File: src/rtl/pi_hsk_pkg.sv
// Shared definitions for the Pi 4-phase handshake receiver: FSM encoding
// and default parameter values.
package pi_hsk_pkg;

    typedef enum logic {
        IDLE = 1'b0,
        ACK  = 1'b1
    } hsk_state_t;

    localparam int DATA_W_DEF      = 8;
    localparam int DEPTH_DEF       = 16;
    localparam int SYNC_STAGES_DEF = 2;
    localparam int TIMEOUT_DEF     = 1000000;

endpackage

File: src/rtl/pi_hsk_fifo.sv
// Receive FIFO for the Pi handshake receiver: power-of-two depth,
// wrapping pointers, occupancy counter, head word zeroed while empty.
module pi_hsk_fifo
    import pi_hsk_pkg::*;
#(
    parameter int DATA_W = DATA_W_DEF,
    parameter int DEPTH  = DEPTH_DEF
) (
    input  logic                       clk,
    input  logic                       reset,
    input  logic                       push,
    input  logic [DATA_W-1:0]          wr_data,
    input  logic                       pop,
    output logic [DATA_W-1:0]          rd_data,
    output logic                       valid,
    output logic                       full,
    output logic [$clog2(DEPTH+1)-1:0] fill
);

    localparam int AW     = $clog2(DEPTH);
    localparam int FILL_W = $clog2(DEPTH + 1);

    logic [DATA_W-1:0] mem [DEPTH];
    logic [AW-1:0]     wr_ptr;
    logic [AW-1:0]     rd_ptr;
    logic              push_ok;
    logic              pop_ok;

    assign valid   = (fill != '0);
    assign full    = (fill == FILL_W'(DEPTH));
    assign push_ok = push && !full;
    assign pop_ok  = pop && valid;
    assign rd_data = valid ? mem[rd_ptr] : '0;

    // NOTE: storage has no reset; emptiness is tracked by fill and the
    // head word is masked to zero until something has been written.
    always_ff @(posedge clk) begin
        if (push_ok) begin
            mem[wr_ptr] <= wr_data;
        end
    end

    // NOTE: sequential state uses non-blocking assignments only, so every
    // flop samples pre-edge values regardless of statement order.
    always_ff @(posedge clk) begin
        if (reset) begin
            wr_ptr <= '0;
            rd_ptr <= '0;
            fill   <= '0;
        end else begin
            if (push_ok) begin
                wr_ptr <= wr_ptr + AW'(1);
            end
            if (pop_ok) begin
                rd_ptr <= rd_ptr + AW'(1);
            end
            case ({push_ok, pop_ok})
                2'b10:   fill <= fill + FILL_W'(1);
                2'b01:   fill <= fill - FILL_W'(1);
                default: fill <= fill;
            endcase
        end
    end

endmodule

File: src/rtl/pi_hsk_rx.sv
// Pi 4-phase handshake receiver: synchronises the request, acknowledges one
// word per request cycle into a FIFO, and flags acknowledges held too long.
module pi_hsk_rx
    import pi_hsk_pkg::*;
#(
    parameter int DATA_W      = DATA_W_DEF,
    parameter int DEPTH       = DEPTH_DEF,
    parameter int SYNC_STAGES = SYNC_STAGES_DEF,
    parameter int TIMEOUT     = TIMEOUT_DEF
) (
    input  logic                       clk,
    input  logic                       reset,
    input  logic                       pi_hsk_raw,
    input  logic [DATA_W-1:0]          data,
    output logic                       fpga_hsk,
    output logic [DATA_W-1:0]          m_data,
    output logic                       m_valid,
    input  logic                       m_ready,
    output logic [$clog2(DEPTH+1)-1:0] fill,
    output logic [15:0]                rx_count,
    output logic                       timeout_err,
    input  logic                       err_clr
);

    localparam int CNT_W = (TIMEOUT > 1) ? $clog2(TIMEOUT + 1) : 1;

    hsk_state_t             state;
    hsk_state_t             state_next;
    logic [SYNC_STAGES-1:0] sync_q;
    logic                   req_s;
    logic                   fifo_full;
    logic                   push;
    logic                   pop;
    logic [CNT_W-1:0]       ack_cnt;
    logic                   cnt_hit;

    always_ff @(posedge clk) begin
        if (reset) begin
            sync_q <= '0;
        end else begin
            sync_q <= {sync_q[SYNC_STAGES-2:0], pi_hsk_raw};
        end
    end

    assign req_s = sync_q[SYNC_STAGES-1];

    always_ff @(posedge clk) begin
        if (reset) begin
            state <= IDLE;
        end else begin
            state <= state_next;
        end
    end

    // NOTE: default assignment first, so no path through the block leaves
    // state_next unassigned and infers a latch.
    always_comb begin
        state_next = state;
        case (state)
            IDLE:    if (req_s && !fifo_full) state_next = ACK;
            ACK:     if (!req_s)              state_next = IDLE;
            default:                          state_next = IDLE;
        endcase
    end

    // The acknowledge is a pure decode of the state register, so it is glitch-free.
    always_comb begin
        fpga_hsk = (state == ACK);
        push     = (state == IDLE) && req_s && !fifo_full;
    end

    assign pop = m_valid && m_ready;

    pi_hsk_fifo #(
        .DATA_W (DATA_W),
        .DEPTH  (DEPTH)
    ) u_fifo (
        .clk     (clk),
        .reset   (reset),
        .push    (push),
        .wr_data (data),
        .pop     (pop),
        .rd_data (m_data),
        .valid   (m_valid),
        .full    (fifo_full),
        .fill    (fill)
    );

    always_ff @(posedge clk) begin
        if (reset) begin
            rx_count <= '0;
        end else if (push) begin
            rx_count <= rx_count + 16'd1;
        end
    end

    // Counter saturates at TIMEOUT so the error sets once per ACK episode.
    assign cnt_hit = (TIMEOUT != 0) && (state == ACK) && (ack_cnt == CNT_W'(TIMEOUT - 1));

    always_ff @(posedge clk) begin
        if (reset || state != ACK) begin
            ack_cnt <= '0;
        end else if (TIMEOUT != 0 && ack_cnt != CNT_W'(TIMEOUT)) begin
            ack_cnt <= ack_cnt + CNT_W'(1);
        end
    end

    always_ff @(posedge clk) begin
        if (reset) begin
            timeout_err <= 1'b0;
        end else if (cnt_hit) begin
            timeout_err <= 1'b1;
        end else if (err_clr) begin
            timeout_err <= 1'b0;
        end
    end

endmodule
File: config.mk
export PLATFORM = sky130hd
export DESIGN_NAME = pi_hsk_rx
export DESIGN_NICKNAME = d
export VERILOG_FILES = /design/src/rtl/pi_hsk_pkg.sv /design/src/rtl/pi_hsk_fifo.sv /design/src/rtl/pi_hsk_rx.sv
export SDC_FILE = /design/constraint.sdc
export NUM_CORES = 1
export LEC_CHECK = 0
export ABC_AREA = 1
export CORE_UTILIZATION = 55
export DETAILED_ROUTE_END_ITERATION = 7
export GPL_TIMING_DRIVEN = 0
export PLACE_DENSITY = 0.74
export SYNTH_ARGS = -nofsm -noshare
export SYNTH_HDL_FRONTEND = slang
export SYNTH_SLANG_ARGS = --single-unit
File: constraint.sdc
create_clock -name clk -period 2.4 [get_ports clk]
set_clock_uncertainty 0.15 [all_clocks]
set_input_delay 0.48 -clock clk [delete_from_list [all_inputs] [get_ports clk]]
set_output_delay 0.48 -clock clk [all_outputs]
set_load 0.01 [all_outputs]
# Yosys cells after proc, flatten, opt, wreduce, memory -nomap -nowiden

Memories as Yosys holds them, arrays and structs flattened. A register that Yosys moved wholly into a read port is not among the register bits.
Cells that the tools add are included.

Bits of input ports: 13
Output and inout bits: 32
Word-level logic and storage cells: 44
RAM bits: 128
Memories kept: 1
Register bits after elaboration: 53

Muxes and demuxes: 11
$add $sub $neg: 6
Reduce and logical (&&, ||, !) cells: 12
Bitwise gates (word level): 1
Equality and inequality tests: 5

Memory list:

| memory     | depth | width | read ports | clocked after memory_dff | wr ports | RTL line          | RTL |
|---|---|---|---|---|---|---|---|
| u_fifo.mem | 16    | 8     | 1          | 1                        | 1        | pi_hsk_fifo.sv:23 | `logic [DATA_W-1:0] mem [DEPTH];` |

Operator list:

| kind                                                | number |
|---|---|
| adder 20 x 1 -> 20 bit, second input constant       | 1 |
| equality test 20 bit, second input constant         | 1 |
| != test 20 bit, second input constant               | 1 |
| adder 16 x 1 -> 16 bit, second input constant       | 1 |
| one-hot mux 5 bit (2 select lines)                  | 1 |
| adder 4 x 1 -> 4 bit, second input constant         | 2 |
| 2-to-1 mux 4 bit                                    | 2 |
| 2-to-1 mux 8 bit                                    | 1 |
| logical AND 1 bit                                   | 7 |
| 2-to-1 mux 1 bit                                    | 6 |
| adder 5 x 1 -> 5 bit, second input constant         | 1 |
| equality test 5 bit, second input constant          | 1 |
| nonzero test 5 bit                                  | 1 |
| subtractor 5 x 1 -> 5 bit, second input constant    | 1 |
| nonzero test 2 bit                                  | 2 |
| equality test 2 x 1 -> 1 bit, second input constant | 1 |
| equality test 2 bit, second input constant          | 1 |
| one-hot mux 1 bit (2 select lines)                  | 1 |
| zero test 1 bit                                     | 1 |
| logical OR 1 bit                                    | 1 |
| NOT 1 bit                                           | 1 |

# Logic depth before layout (Yosys ltp)

Gate-level depths: netlist of the first run.

Word-level depth: 6
Gate-level depth with buffers: 14
Depth with buffers taken out: 14

# By module

A second synthesis of the first run with hierarchy kept.

Cell total of the unflattened synthesis: 795
Area total of the unflattened synthesis: 8000.2 um^2

Modules (own cells, without submodules):

| module      | area an instance (um^2) | instances | cells each | seq. area each (um^2) |
|---|---|---|---|---|
| pi_hsk_fifo | 5913.2                  | 1         | 482        | 4184.0 |
| pi_hsk_rx   | 2087.0                  | 1         | 313        | 800.8 |

# Worst setup path before layout of the first run

No wires, ideal clock.

Path kind: reg-to-reg
Start: register u_fifo.fill[0]
End: register u_fifo.fill[2]
Setup time: 115 ps
Data required time: 2135 ps
Clock period less this slack: 2256 ps
Path slack: 144 ps
Path buffers: 0
Arrival time: 1991 ps
Stages on the path, launching flop included: 12
Path through: dfxtp_1 -> nor2_1 -> nand3_1 -> nand2_1 -> inv_2 -> ha_1 -> xor2_1 -> ha_1 -> a21o_1 -> xor2_1 -> o21ai_0 -> inv_1

Elaborated cells between the ends (all ways): 13
Classes of those cells: 2 x add/sub; 3 x eq/ne; 1 x mux; 7 x reduce/logical

RTL lines:

| element                                                                         | RTL line          | RTL |
|---|---|---|
| from (decl)                                                                     | pi_hsk_fifo.sv:17 | `output logic [$clog2(DEPTH+1)-1:0] fill` |
| from (signal assigned)                                                          | pi_hsk_fifo.sv:58 | `2'b10: fill <= fill + FILL_W'(1);` |
| from (signal assigned)                                                          | pi_hsk_fifo.sv:59 | `2'b01: fill <= fill - FILL_W'(1);` |
| from (signal assigned)                                                          | pi_hsk_fifo.sv:60 | `default: fill <= fill;` |
| nonzero test 5 bit (*)                                                          | pi_hsk_fifo.sv:29 | `assign valid = (fill != '0);` |
| named net m_valid                                                               | pi_hsk_rx.sv:17   | `output logic m_valid,` |
| logical AND 1 bit                                                               | pi_hsk_rx.sv:72   | `assign pop = m_valid && m_ready;` |
| logical AND 1 bit (*)                                                           | pi_hsk_fifo.sv:32 | `assign pop_ok = pop && valid;` |
| equality test 2 x 1 -> 1 bit / equality test 2 bit (equally long branches)      | pi_hsk_fifo.sv:57 | `case ({push_ok, pop_ok})` |
| one-hot mux 5 bit (2 select lines) / nonzero test 2 bit (equally long branches) | -                 |  |

Mark *: on every way through the listed nets, which the timed path passes. The rest lies on a longest branch.
A chain may end at the register's enable or synchronous reset.

==> results of run 1 <==
routing by layer:
layer	track usage	vias up	part of all wire
li1	-	3022	-
met1	0.345	2798	0.42
met2	0.392	253	0.47
met3	0.0623	45	0.079
met4	0.127	0	0.031
met5	0	-	0
final cells by class:
cell class | count | area (um^2)
well taps | 184 | 230
inverters | 58 | 225
flip-flops and latches | 185 | 4990
repair buffers | 55 | 561
clock buffers | 19 | 433
fillers | 1105 | 4600
plain buffers | 30 | 302
clock inverters | 13 | 105
multi-input cells | 579 | 3040
cells in the final DEF (no fill, tap or decap), types with 8 or more instances in the layout:
cell	instances
nand2_1	239
edfxtp_1	128
nand3_1	94
nor2_1	69
dfxtp_1	54
inv_1	50
clkdlybuf4s50_1	35
nand3_2	33
a21oi_1	29
clkbuf_16	20
o21ai_0	15
buf_6	14
nor2_2	13
nand2_2	12
nand4_1	11
xor2_1	11
ha_1	11
buf_2	10
a21oi_2	9
buf_4	8
registers in the layout (all words and copies together), names as in the netlist, named ones only:
register and cells:
u_fifo.wr_ptr 4, u_fifo.fill 5, fpga_hsk 1, rx_count 16, u_fifo.mem 128, timeout_err 1
ack_cnt 20, sync_q 2, u_fifo.rd_ptr 4
logic make-up (layout without fill, tap and decap cells):
family,Yosys count,after routing
flip-flops,185,185
XOR/XNOR,14,14
AO/OA/AOI/OAI,60,60
buffers and inverters,88,175
adder cells (fa/ha/maj),12,12
AND/OR/NAND/NOR,493,493
per-stage QoR:
stage | setup TNS [ns] | setup slack [ns] | power [mW] | hold WS (ns) | cell area, um^2
2_1_floorplan | 0 | 0.144 | 5.12 | 0.238 | 8130
3_3_place_gp | -3.33 | -0.259 | 6.01 | 0.239 | 8790
3_5_place_dp | -4.26 | -0.273 | 6.04 | 0.244 | 8790
4_1_cts | -0.669 | -0.107 | 8.87 | 0.187 | 9620
5_1_grt | -1.16 | -0.203 | 9.57 | 0.193 | 9880
6_report | -0.572 | -0.131 | 9.16 | 0.191 | 9880
cell usage after synthesis (2+ instances only):
| cell | instances |
|---|---|
| buf_4 | 9 |
| inv_1 | 52 |
| nand4_1 | 11 |
| clkbuf_1 | 5 |
| dfxtp_1 | 57 |
| buf_2 | 14 |
| edfxtp_1 | 128 |
| nand2_4 | 2 |
| nand3b_1 | 2 |
| xor2_1 | 12 |
| nor2_4 | 2 |
| o21ai_1 | 5 |
| nand3_2 | 5 |
| nor2_1 | 80 |
| a21oi_2 | 2 |
| buf_1 | 2 |
| nand3_1 | 123 |
| o21ai_0 | 15 |
| ha_1 | 12 |
| nor2_2 | 4 |
| nor3_2 | 3 |
| inv_2 | 6 |
| a21oi_1 | 36 |
| nor3_1 | 5 |
| xnor2_1 | 2 |
| nand2_1 | 251 |
worst paths after layout:
path | start | end | slack [ns]
max reg2reg | u_fifo.fill[2]$_SDFFE_PP0P_ | u_fifo.mem[1][3]$_DFFE_PP_ | 0.12
min reg2reg | sync_q[0]$_SDFF_PP0_ | sync_q[1]$_SDFF_PP0_ | 0.25
max | register | m_data[1] | -0.13
min | reset | fpga_hsk$_SDFF_PP0_ | 0.19
worst register-to-register path, stage by stage, from the launching register on:
cell and delay, ns:
dfxtp_1 0.46, nor2_4 0.07, nand3_2 0.12, nand2_4 0.08, inv_2 0.11, buf_4 0.18, nand2_1 0.12, nor2_1 0.62
report_power, final:
part | internal (mW) | switching (mW)
sequential | 3.51 | 0.125
clock | 1.41 | 1.16
combinational | 1.22 | 1.73
what timing repair did:
item	CTS	global route
cloned	0	3
resized for setup	109	46
endpoints found under the hold margin	0	0
setup buffers	6	3
pin swaps	17	16
endpoints found under the setup margin	35	94
==> results.cfg, run 1 <==
[power]
power_leakage_nw = 3.64
power.density_nw_per_um2 = 927
vdd_drop_max_mv = 0.845

[floorplan]
die-area_um2 = 15300
die_w_um = 124
core_area_um2 = 14500
io_pins = 45
fp-row-count = 44
initial_utilization = 0.562
die_h_um = 124

[critical_path]
cp-end-kind = output pin
critPathArrivalTime_ns = 1.90
worst_setup_path_start_kind = register
cp_max_fo = 6
cp.depth = 10
ff2ff_path_depth = 7
crit_buf_inv = 4
cp_slowest_cell = dfxtp_4
required_ns = 1.77
cp_common_cell = nand2_1
cp_top_family = buffers and inverters
path_cells = buf_12 > buf_8 > buf_6 > nand2_1 > nand3_1 > nand3_2 > nand2_2 > nand2_1 > a21oi_2 > buf_2
critical_path_class = reg2out
crit_path_max_incr_delay_ns = 0.40

[finish]
antenna_cells = 0
utilization = 0.683
drive_gt1_frac = 0.180
layout.nets = 951
layoutNonFillerInstCount = 1123
syn_to_final_growth_pct = 21.5

[placed_design]
hpwl_um = 12300
place_congestion = 0.907
io_buffer_count = 43
placed_cells = 1079

[global_route]
grt_max_degree = 17
grt_pass1_vias = 5457
track_usage = 0.258
grt_pass1_wl_um = 28600
overflow = 0
antenna_found_initial = 0

[synth]
synth_top_area_frac = 0.473
syn_inst = 852
synth_top_family_by_area = simple AND/OR/NAND/NOR gates
synth_ff_type = edfxtp_1
synth_edf_count = 128
synth_compound_area_frac = 0.0385
async_flop_share = 0
synth-xor-area-share = 0.0151
synth_top_cell_by_area = edfxtp_1
yosysSeqAreaShare = 0.613
post_synth_num_cell_types = 33
synthSimpleGateAreaFrac = 0.268
synth_fa_ha_area_frac = 0.0185
muxShareOfSynthArea = 0
syn_nets = 877
ys_ff_latch = 185
avgSynthCellArea_um2 = 9.54
ys_top_cells_by_area = edfxtp_1 47%, dfxtp_1 14%, nand2_1 12%, nand3_1 7.6%, nor2_1 3.7%
yosys_warnings = 0
syn_area_um2 = 8130

[timing]
tightest_slew_ns = 0.975
min_period_over_period = 1.05
slew_headroom = 0.348
slew_violations = 0
period_needed_ns = 2.53
hold_violations = 0
max_freq_mhz = 395
rsz0062_at_grt = true
setup_viol = 8
worst_slack_ns = -0.131

[routing]
drtIter0Drc = 525
vias_per_cell = 5.45
drt_wl_total_um = 19000
ant_nets = 0
vias = 6118
route.detailed.drc = 0
wire_per_inst_um = 17.0
drtPass1Iterations = 6

[job]
maxCapViolCount = 0

[min_path]
min_path_type = in2reg
holdPathStages = 2

[clock_network]
cts_tree = yes
clk_path_buf_depth = 2
cts.hold.buffers_added = 0
numCtsBuffers = 17
clkTransAtPathRegs_ns = 0.06
htreeDepth = 4
cts_root_buffer = clkbuf_16
numClockSinks = 185
clock_latency_ns = 0.44

[run_status]
failed_checks = negative setup slack
status = finished, violations left
Note: power is estimated with default switching activity, not from simulation.
==> inputs of run 2 (changes only) <==
--- a/config.mk
+++ b/config.mk
@@ -6,10 +6,11 @@
 export NUM_CORES = 1
 export LEC_CHECK = 0
 export ABC_AREA = 1
-export CORE_UTILIZATION = 55
+export CORE_ASPECT_RATIO = 2
+export CORE_UTILIZATION = 43
 export DETAILED_ROUTE_END_ITERATION = 7
 export GPL_TIMING_DRIVEN = 0
-export PLACE_DENSITY = 0.74
+export PLACE_DENSITY = 0.61
 export SYNTH_ARGS = -nofsm -noshare
 export SYNTH_HDL_FRONTEND = slang
 export SYNTH_SLANG_ARGS = --single-unit
==> constraint.sdc (replaced) <==
create_clock -name clk -period 2.8 [get_ports clk]
set_clock_uncertainty 0.15 [all_clocks]
set_input_delay 0.56 -clock clk [delete_from_list [all_inputs] [get_ports clk]]
set_output_delay 0.56 -clock clk [all_outputs]
set_load 0.01 [all_outputs]
==> run 2 against run 1 <==
  * The flow now finishes without violations
  * Final cell count rose by 1.8%
  * Non-clock buffer count down 12
  * Power fell by 16%
  * First-iteration DRC count shrank 43%
  * Largest power group unchanged
  * Utilization down 16 points
  * Register-to-register slack improved by 0.16 ns
==> results.cfg, run 2 (same netlist as run 1, synthesis figures left out) <==
[run_status]
status = finished, final reports clean

[clock_network]
cts.hold.buffers_added = 0
post_cts_buffers = 0
numCtsBuffers = 17
numClockSinks = 185
cts_tree = yes
clock_latency_ns = 0.43
htreeDepth = 4
cts_root_buffer = clkbuf_16
clk_path_buf_depth = 2
ctsResizeCount = 43
clkTransAtPathRegs_ns = 0.07

[floorplan]
fp-row-count = 70
die_w_um = 99.2
io_pins = 45
core_area_um2 = 18400
die_h_um = 196
die-area_um2 = 19500
initial_utilization = 0.442

[timing]
hold_violations = 0
rsz0062_at_grt = false
slew_headroom = 0.414
fin_tns_setup_ns = 0
min_period_over_period = 0.972
max_freq_mhz = 368
slew_violations = 0
period_needed_ns = 2.72
worst_slack_ns = 0.0796
tightest_slew_ns = 0.876
setup_viol = 0

[routing]
drt_wl_total_um = 20600
vias_per_cell = 5.21
wire_per_inst_um = 18.0
route.detailed.drc = 0
vias = 5959
drtPass1Iterations = 5
ant_nets = 0
drtIter0Drc = 298

[critical_path]
required_ns = 2.09
critPathArrivalTime_ns = 2.01
critical_path_class = reg2out
worst_setup_path_start_kind = register
cp-end-kind = output pin
reg2reg_slack_ns = 0.28
cp_max_fo = 10

[finish]
drive_gt1_frac = 0.108
largest-register = u_fifo.mem
layout_common_cells = 251 x nand2_1, 128 x edfxtp_1, 113 x nand3_1, 80 x nor2_1, 56 x dfxtp_1
reg.largest.list = u_fifo.mem (128), ack_cnt (20), rx_count (16)
syn_to_final_growth_pct = 17.4
layout.nets = 939
layout_commonest_cell = nand2_1
antenna_cells = 0
largest_reg_flops = 128

[min_path]
min_path_type = reg2reg

[global_route]
grt_pass1_wl_um = 31500
grt_max_degree = 17
track_usage = 0.222
antenna_found_initial = 0
overflow = 0
grt_pass1_vias = 5787

[power]
power.density_nw_per_um2 = 809
vdd_drop_max_mv = 0.551
power_leakage_nw = 3.53

[placed_design]
pre_cts_slack_ns = 0.0319
io_buffer_count = 43
hpwl_um = 14700
place_congestion = 0.915

[job]
maxCapViolCount = 0
[run 2: changes by cell type in the layout (fill, tap and decap cells not counted), moves of 6 or more]
cell and change:
nand3_2 -18, nand2_1 +12, nor2_1 +11, nor2_2 -9, a21oi_1 +7, buf_2 -6, nand2_2 -11, nand3_1 +19
a21oi_2 -7
[run 2: through the flow]
step                std cells   util  cell area [um^2]  power [mW]  hold WS, ns
CTS                      1143  0.518              9530        7.74        0.256
global placement         1111  0.480              8830        5.28        0.242
detailed placement       1111  0.480              8830        5.28        0.246
floorplan                 852      -              8130        4.39        0.238
finish                   1143  0.519              9550        7.72        0.254
global route             1143  0.519              9550        8.07        0.291
[run 2: path summary, 6_finish.rpt]
path                               startpoint                          end  cells past startpoint
setup / recovery                     register                    m_data[5]                      9
hold / removal           sync_q[0]$_SDFF_PP0_         sync_q[1]$_SDFF_PP0_                      2
setup reg to reg  u_fifo.fill[0]$_SDFFE_PP0P_  u_fifo.fill[4]$_SDFFE_PP0P_                     13
hold reg to reg          sync_q[0]$_SDFF_PP0_         sync_q[1]$_SDFF_PP0_                      2
[run 2: metal layers]
layer,routed length [um],global-route usage,vias up
met5,0,0,-
met4,1190,0.136,0
met3,664,0.0379,51
met2,11400,0.425,156
met1,7330,0.216,2776
li1,-,-,2976
[run 2: critical path, cell delays in order (launching register included)]
cell and delay (ns):
dfxtp_2 0.38, buf_8 0.18, buf_6 0.16, nand2_1 0.06, nand3_1 0.14, nand3_1 0.09
nand2_1 0.08, nand2_1 0.06, a21oi_1 0.18, clkdlybuf4s15_1 0.25
[run 2: area by class of cell]
class / count / area (um^2)
Inverter: 58 / 220
Clock inverter: 10 / 113
Tap cell: 216 / 270
Sequential cell: 185 / 4990
Clock buffer: 22 / 487
Multi-Input combinational cell: 579 / 2820
Timing Repair Buffer: 43 / 414
Fill cell: 1703 / 8850
Buffer: 30 / 238
[run 2: where the power goes]
group	internal [mW]	switching, mW	total (mW)	leakage [nW]
clock	1.42	1.01	2.43	0.298
combinational	0.803	1.40	2.20	1.62
sequential	3.00	0.0840	3.08	1.61
total	5.23	2.49	7.72	3.53
